$ cat src/rtl/bitty_fetch_sequencer.sv
// Program sequencer for the Bitty core: fetches 16-bit words, issues run, waits for done.
// Optional EXEC watchdog compiled in with `define BITTY_FETCH_WATCHDOG_EN.
module bitty_fetch_sequencer #(
  parameter int ADDR_W      = 8,
  parameter int LAST_ADDR   = 2**ADDR_W-1,
  parameter int WDOG_CYCLES = 64
) (
  input  logic              clk,
  input  logic              reset,
  input  logic              start,
  input  logic              stop,
  output logic [ADDR_W-1:0] mem_addr,
  input  logic [15:0]       mem_data,
  output logic [15:0]       instruction,
  output logic              run,
  input  logic              done,
  output logic [ADDR_W-1:0] pc,
  output logic              busy,
  output logic              halted,
  output logic              fault,
  output logic [15:0]       retired
);

  localparam logic [2:0] S_IDLE  = 3'd0;
  localparam logic [2:0] S_FETCH = 3'd1;
  localparam logic [2:0] S_LOAD  = 3'd2;
  localparam logic [2:0] S_ISSUE = 3'd3;
  localparam logic [2:0] S_EXEC  = 3'd4;
  localparam logic [2:0] S_HALT  = 3'd5;
  localparam logic [2:0] S_FAULT = 3'd6;

  localparam logic [ADDR_W-1:0] LAST_PC = ADDR_W'(LAST_ADDR);

  function automatic logic [15:0] sat_inc16(input logic [15:0] v);
    return (v == 16'hFFFF) ? v : v + 16'd1;
  endfunction

  logic [2:0]        state_q, state_d;
  logic [ADDR_W-1:0] pc_q, pc_d;
  logic [15:0]       instr_q, instr_d;
  logic [15:0]       retired_q, retired_d;
  logic              stop_pend_q, stop_pend_d;
  logic              busy_st;

  assign busy_st = (state_q == S_FETCH) || (state_q == S_LOAD) ||
                   (state_q == S_ISSUE) || (state_q == S_EXEC);

`ifdef BITTY_FETCH_WATCHDOG_EN
  localparam int WD_W = $clog2(WDOG_CYCLES + 1);
  localparam logic [WD_W-1:0] WD_LAST = WD_W'(WDOG_CYCLES - 1);

  logic [WD_W-1:0] wdog_q, wdog_d;
  logic            wdog_expire;

  // Counter is zeroed while issuing so it starts at 0 on EXEC entry.
  always_comb begin
    wdog_d = wdog_q;
    if (state_q == S_ISSUE) begin
      wdog_d = '0;
    end else if ((state_q == S_EXEC) && !done) begin
      wdog_d = wdog_q + 1'b1;
    end
  end

  assign wdog_expire = (state_q == S_EXEC) && !done && (wdog_q == WD_LAST);

  always_ff @(posedge clk) begin
    if (reset) begin
      wdog_q <= '0;
    end else begin
      wdog_q <= wdog_d;
    end
  end
`else
  logic wdog_expire;
  logic unused_wdog_cfg;
  assign wdog_expire     = 1'b0;
  assign unused_wdog_cfg = (WDOG_CYCLES != 0);
`endif

  always_comb begin
    state_d     = state_q;
    pc_d        = pc_q;
    instr_d     = instr_q;
    retired_d   = retired_q;
    stop_pend_d = stop_pend_q;
    if (busy_st && stop) begin
      stop_pend_d = 1'b1;
    end
    case (state_q)
      S_IDLE, S_HALT, S_FAULT: begin
        if (start) begin
          state_d     = S_FETCH;
          pc_d        = '0;
          retired_d   = '0;
          stop_pend_d = 1'b0;
        end
      end
      S_FETCH: state_d = stop_pend_q ? S_HALT : S_LOAD;
      S_LOAD: begin
        instr_d = mem_data;
        state_d = S_ISSUE;
      end
      S_ISSUE: state_d = S_EXEC;
      S_EXEC: begin
        // done wins over a watchdog expiry in the same cycle.
        if (done) begin
          retired_d = sat_inc16(retired_q);
          if ((pc_q == LAST_PC) || stop_pend_q || stop) begin
            state_d = S_HALT;
          end else begin
            pc_d    = pc_q + 1'b1;
            state_d = S_FETCH;
          end
        end else if (wdog_expire) begin
          state_d = S_FAULT;
        end
      end
      default: state_d = S_IDLE;
    endcase
  end

  always_ff @(posedge clk) begin
    if (reset) begin
      state_q     <= S_IDLE;
      pc_q        <= '0;
      instr_q     <= '0;
      retired_q   <= '0;
      stop_pend_q <= 1'b0;
    end else begin
      state_q     <= state_d;
      pc_q        <= pc_d;
      instr_q     <= instr_d;
      retired_q   <= retired_d;
      stop_pend_q <= stop_pend_d;
    end
  end

  assign mem_addr    = pc_q;
  assign pc          = pc_q;
  assign instruction = instr_q;
  assign retired     = retired_q;
  assign run         = (state_q == S_ISSUE);
  assign busy        = busy_st;
  assign halted      = (state_q == S_HALT);
`ifdef BITTY_FETCH_WATCHDOG_EN
  assign fault       = (state_q == S_FAULT);
`else
  assign fault       = 1'b0;
`endif

endmodule

$ cat config.mk
export PLATFORM = sky130hd
export DESIGN_NAME = bitty_fetch_sequencer
export DESIGN_NICKNAME = d
export VERILOG_FILES = /design/src/rtl/bitty_fetch_sequencer.sv
export SDC_FILE = /design/constraint.sdc
export NUM_CORES = 1
export LEC_CHECK = 0
export ABC_CLOCK_PERIOD_IN_PS = 2400
export CAP_MARGIN = 20
export CORE_MARGIN = 8
export CORE_UTILIZATION = 46
export CTS_CLUSTER_DIAMETER = 50
export DETAILED_ROUTE_END_ITERATION = 12
export HOLD_SLACK_MARGIN = 0.15
export PLACE_DENSITY_LB_ADDON = 0.2
export SLEW_MARGIN = 20
export SYNTH_ARGS = -nofsm -noshare
export SYNTH_HDL_FRONTEND = slang
export SYNTH_SLANG_ARGS = --single-unit
$ cat constraint.sdc
create_clock -name clk -period 2.4 [get_ports clk]
set_input_delay 0.36 -clock clk [delete_from_list [all_inputs] [get_ports clk]]
set_output_delay 0.36 -clock clk [all_outputs]
set_load 0.005 [all_outputs]
==> out/results.tsv <==
metric	value	unit
run status	completed	
chip height	86.1	um
cells resized by post-CTS repair	0	
setup repair after global routing missed its margin	no	
CTS clock-pin slew for the worst setup and hold paths	0.09	ns
buffer cell driving the clock tree root	clkbuf_8	
register area	881	um^2
leakage component of the power	1.03	nW
Final Cycle Share	88.2	%
Initial Util	47.8	%
sequential share of the synthesized area	39.0	%
crit start category	flip-flop	
mean instance size in the synthesized netlist	7.96	um^2
synth warn	0	
Gate Count Post-Synth	284	
signed area change from the synthesized netlist to the final layout	37.0	%
final count of negative-setup-slack endpoints	0	
count of pins on the block boundary	73	
setup repair bufs after CTS	0	
Overall Power	1.74	mW
delay contributed by the slowest stage of the critical path	0.59	ns
die width	86.1	um
minimum period implied by the final worst setup slack	2.12	ns
remaining number of nets flagged by the antenna check after routing	0	
global router's overall resource usage	16.4	%
worst endpoint data arrival time	1.76	ns
antenna diode count	0	
overall via count from detail_route	2270	
area occupied by multi-input gates	1220	um^2
clock network latency to the later pin of the worst-skew pair	0.30	ns
filler instances	428	
DR DRC count	0	
drt wl/cell	14.9	um
total power divided by cell area	562	nW/um^2
data required time of the worst path	2.04	ns
via count of the first global-routing pass	2002	
Iteration-0 DRC Markers	209	
buffers added on ports	71	
fraction of final layout cells sized beyond drive strength 1	8.96	%
Mapped Area	2260	um^2
total wire length after detailed routing	6150	um
Yosys cell types	58	
Final HPWL DP	4440	um
clock sinks	44	
final clock skew	0.00952	ns
largest net degree at the start of global routing	22	
number of levels the H-tree was split into	2	
row cnt	25	
number of buffers added to fix hold violations after cts	0	
layout net count	368	
core area	4720	um^2
type of the setup path with the least slack	flip-flop to output port	
max-capacitance violation count	0	
clock tree from TritonCTS	done	
maximum root-to-sink buffer count	2	
Async SR Flop Fraction	0	%
Most used DFF post-synth	dfxtp_1	
number of enable-type register cells in the synthesized netlist	0	
floorplan die area	7410	um^2
via/cell ratio	5.50	
placer congestion estimate	0.818	
total count of max-transition violations in the final report	0	
peak fanout along the critical path	13	
worst min-delay path class	flip-flop to flip-flop	
DR pass1 iterations	4	
first-pass GRT wire length	9920	um
number of hold violations in the final report	0	
element type at the critical path end	output port	
Yosys reg bits	44	
peak supply drop	0.000257	V
highest clock frequency the design can meet	0.473	GHz
slowest stage cell, crit path	dfxtp_1	
setup total negative slack	0	ns
Num CTS Buffers	5	
post-synthesis net count	307	
overflow left after global routing	0	
worst path cell trace	nor2_1 > xnor2_1 > clkdlybuf4s50_1	
initial antenna violation count	0	
[placed cells by master, fill, tap and decap left out, types with 6 or more instances in the layout]
cell type	count
buf_4	8
inv_1	6
nand2_1	45
o21ai_0	18
nand3_1	12
a21oi_1	34
a311oi_1	6
dfxtp_1	44
clkdlybuf4s50_1	71
nor2_1	20
[logic make-up after synthesis]
group / share of synthesized area, %
flops: 39.0
compound gates: 25.7
other cells: 0.166
simple gates: 24.9
fa+ha+maj: 1.11
buf+inv: 6.98
xor+xnor: 0.775
mux: 1.38
[synthesized netlist by cell type, types with 2 or more instances]
| cell type | count | share of area [%] |
|---|---|---|
| nor3b_1 | 2 | 0.66 |
| clkbuf_1 | 9 | 1.5 |
| nand4b_1 | 2 | 0.78 |
| nor3_1 | 3 | 0.66 |
| nand3_1 | 12 | 2.7 |
| nor4_1 | 2 | 0.55 |
| and3_1 | 4 | 1.1 |
| inv_1 | 6 | 1.0 |
| dfxtp_1 | 44 | 39 |
| mux2i_1 | 2 | 0.89 |
| or3b_1 | 2 | 0.78 |
| o31ai_1 | 2 | 0.66 |
| a21o_1 | 2 | 0.66 |
| buf_2 | 5 | 1.1 |
| o21ai_0 | 18 | 4.0 |
| nand4_1 | 5 | 1.4 |
| a311oi_1 | 6 | 2.3 |
| a41oi_1 | 3 | 1.2 |
| nand2_1 | 45 | 7.5 |
| buf_4 | 9 | 3.0 |
| nor2_1 | 20 | 3.3 |
| a21oi_1 | 34 | 7.5 |
| a211oi_1 | 5 | 1.7 |
| or2_2 | 3 | 0.83 |
| a31oi_1 | 5 | 1.4 |
| ha_1 | 2 | 1.1 |
[state kept, by name, indices dropped and copies added (netlist names)]
register	count
instruction	16
mem_addr	8
retired	16
state_q	3
stop_pend_q	1
[final timing paths]
| kind | startpoint | end | slack (ns) | depth (start not counted) |
|---|---|---|---|---|
| max reg2reg | retired[0] | retired[12] | 0.47 | 6 |
| min reg2reg | instruction[6] | instruction[6] | 0.46 | 2 |
| max | state_q[1] | busy | 0.28 | 3 |
| min | instruction[6] | instruction[6] | 0.46 | 2 |
[layer usage]
| metal | vias up | wire length (um) | GRT usage, % |
|---|---|---|---|
| met4 | 0 | 45 | 4.78 |
| met1 | 1056 | 2760 | 21.4 |
| li1 | 1139 | - | - |
| met2 | 69 | 2950 | 25.8 |
| met5 | - | 0 | 0 |
| met3 | 6 | 403 | 3.92 |
[through the flow]
| step | hold slack (ns) | instance area (um^2) | utilization [%] | instances | worst slack [ns] |
|---|---|---|---|---|---|
| after floorplan | 0.453 | 2260 | - | 284 | 0.672 |
| after global placement | 0.441 | 2980 | 63.1 | 405 | 0.306 |
| after detailed placement | 0.446 | 2980 | 63.1 | 405 | 0.192 |
| after CTS | 0.458 | 3100 | 65.5 | 413 | 0.268 |
| after global routing | 0.473 | 3100 | 65.5 | 413 | 0.147 |
| final | 0.457 | 3100 | 65.5 | 413 | 0.284 |
[critical path, delay by kind of cell (launching register included)]
family                    cells  cell delay, ns
xor gates and xnor gates      1            0.19
buffers and inverters         1            0.53
DFF                           1            0.59
and+or+nand+nor               1            0.14
[layout make-up]
| type | instances | share of cell area [%] |
|---|---|---|
| clock buffer | 5 | 2.22 |
| clock inverter | 3 | 1.54 |
| inverter | 6 | 0.728 |
| multi-input combinational | 209 | 39.5 |
| sequential | 44 | 28.5 |
| tap | 67 | 2.71 |
| timing repair buffer | 79 | 24.9 |
[report_power, final]
| group | switching [mW] | internal, mW |
|---|---|---|
| Clock | 0.273 | 0.314 |
| Combinational | 0.179 | 0.177 |
| Sequential | 0.0343 | 0.763 |
| Total | 0.486 | 1.25 |
(Power assumes the default switching activity.)
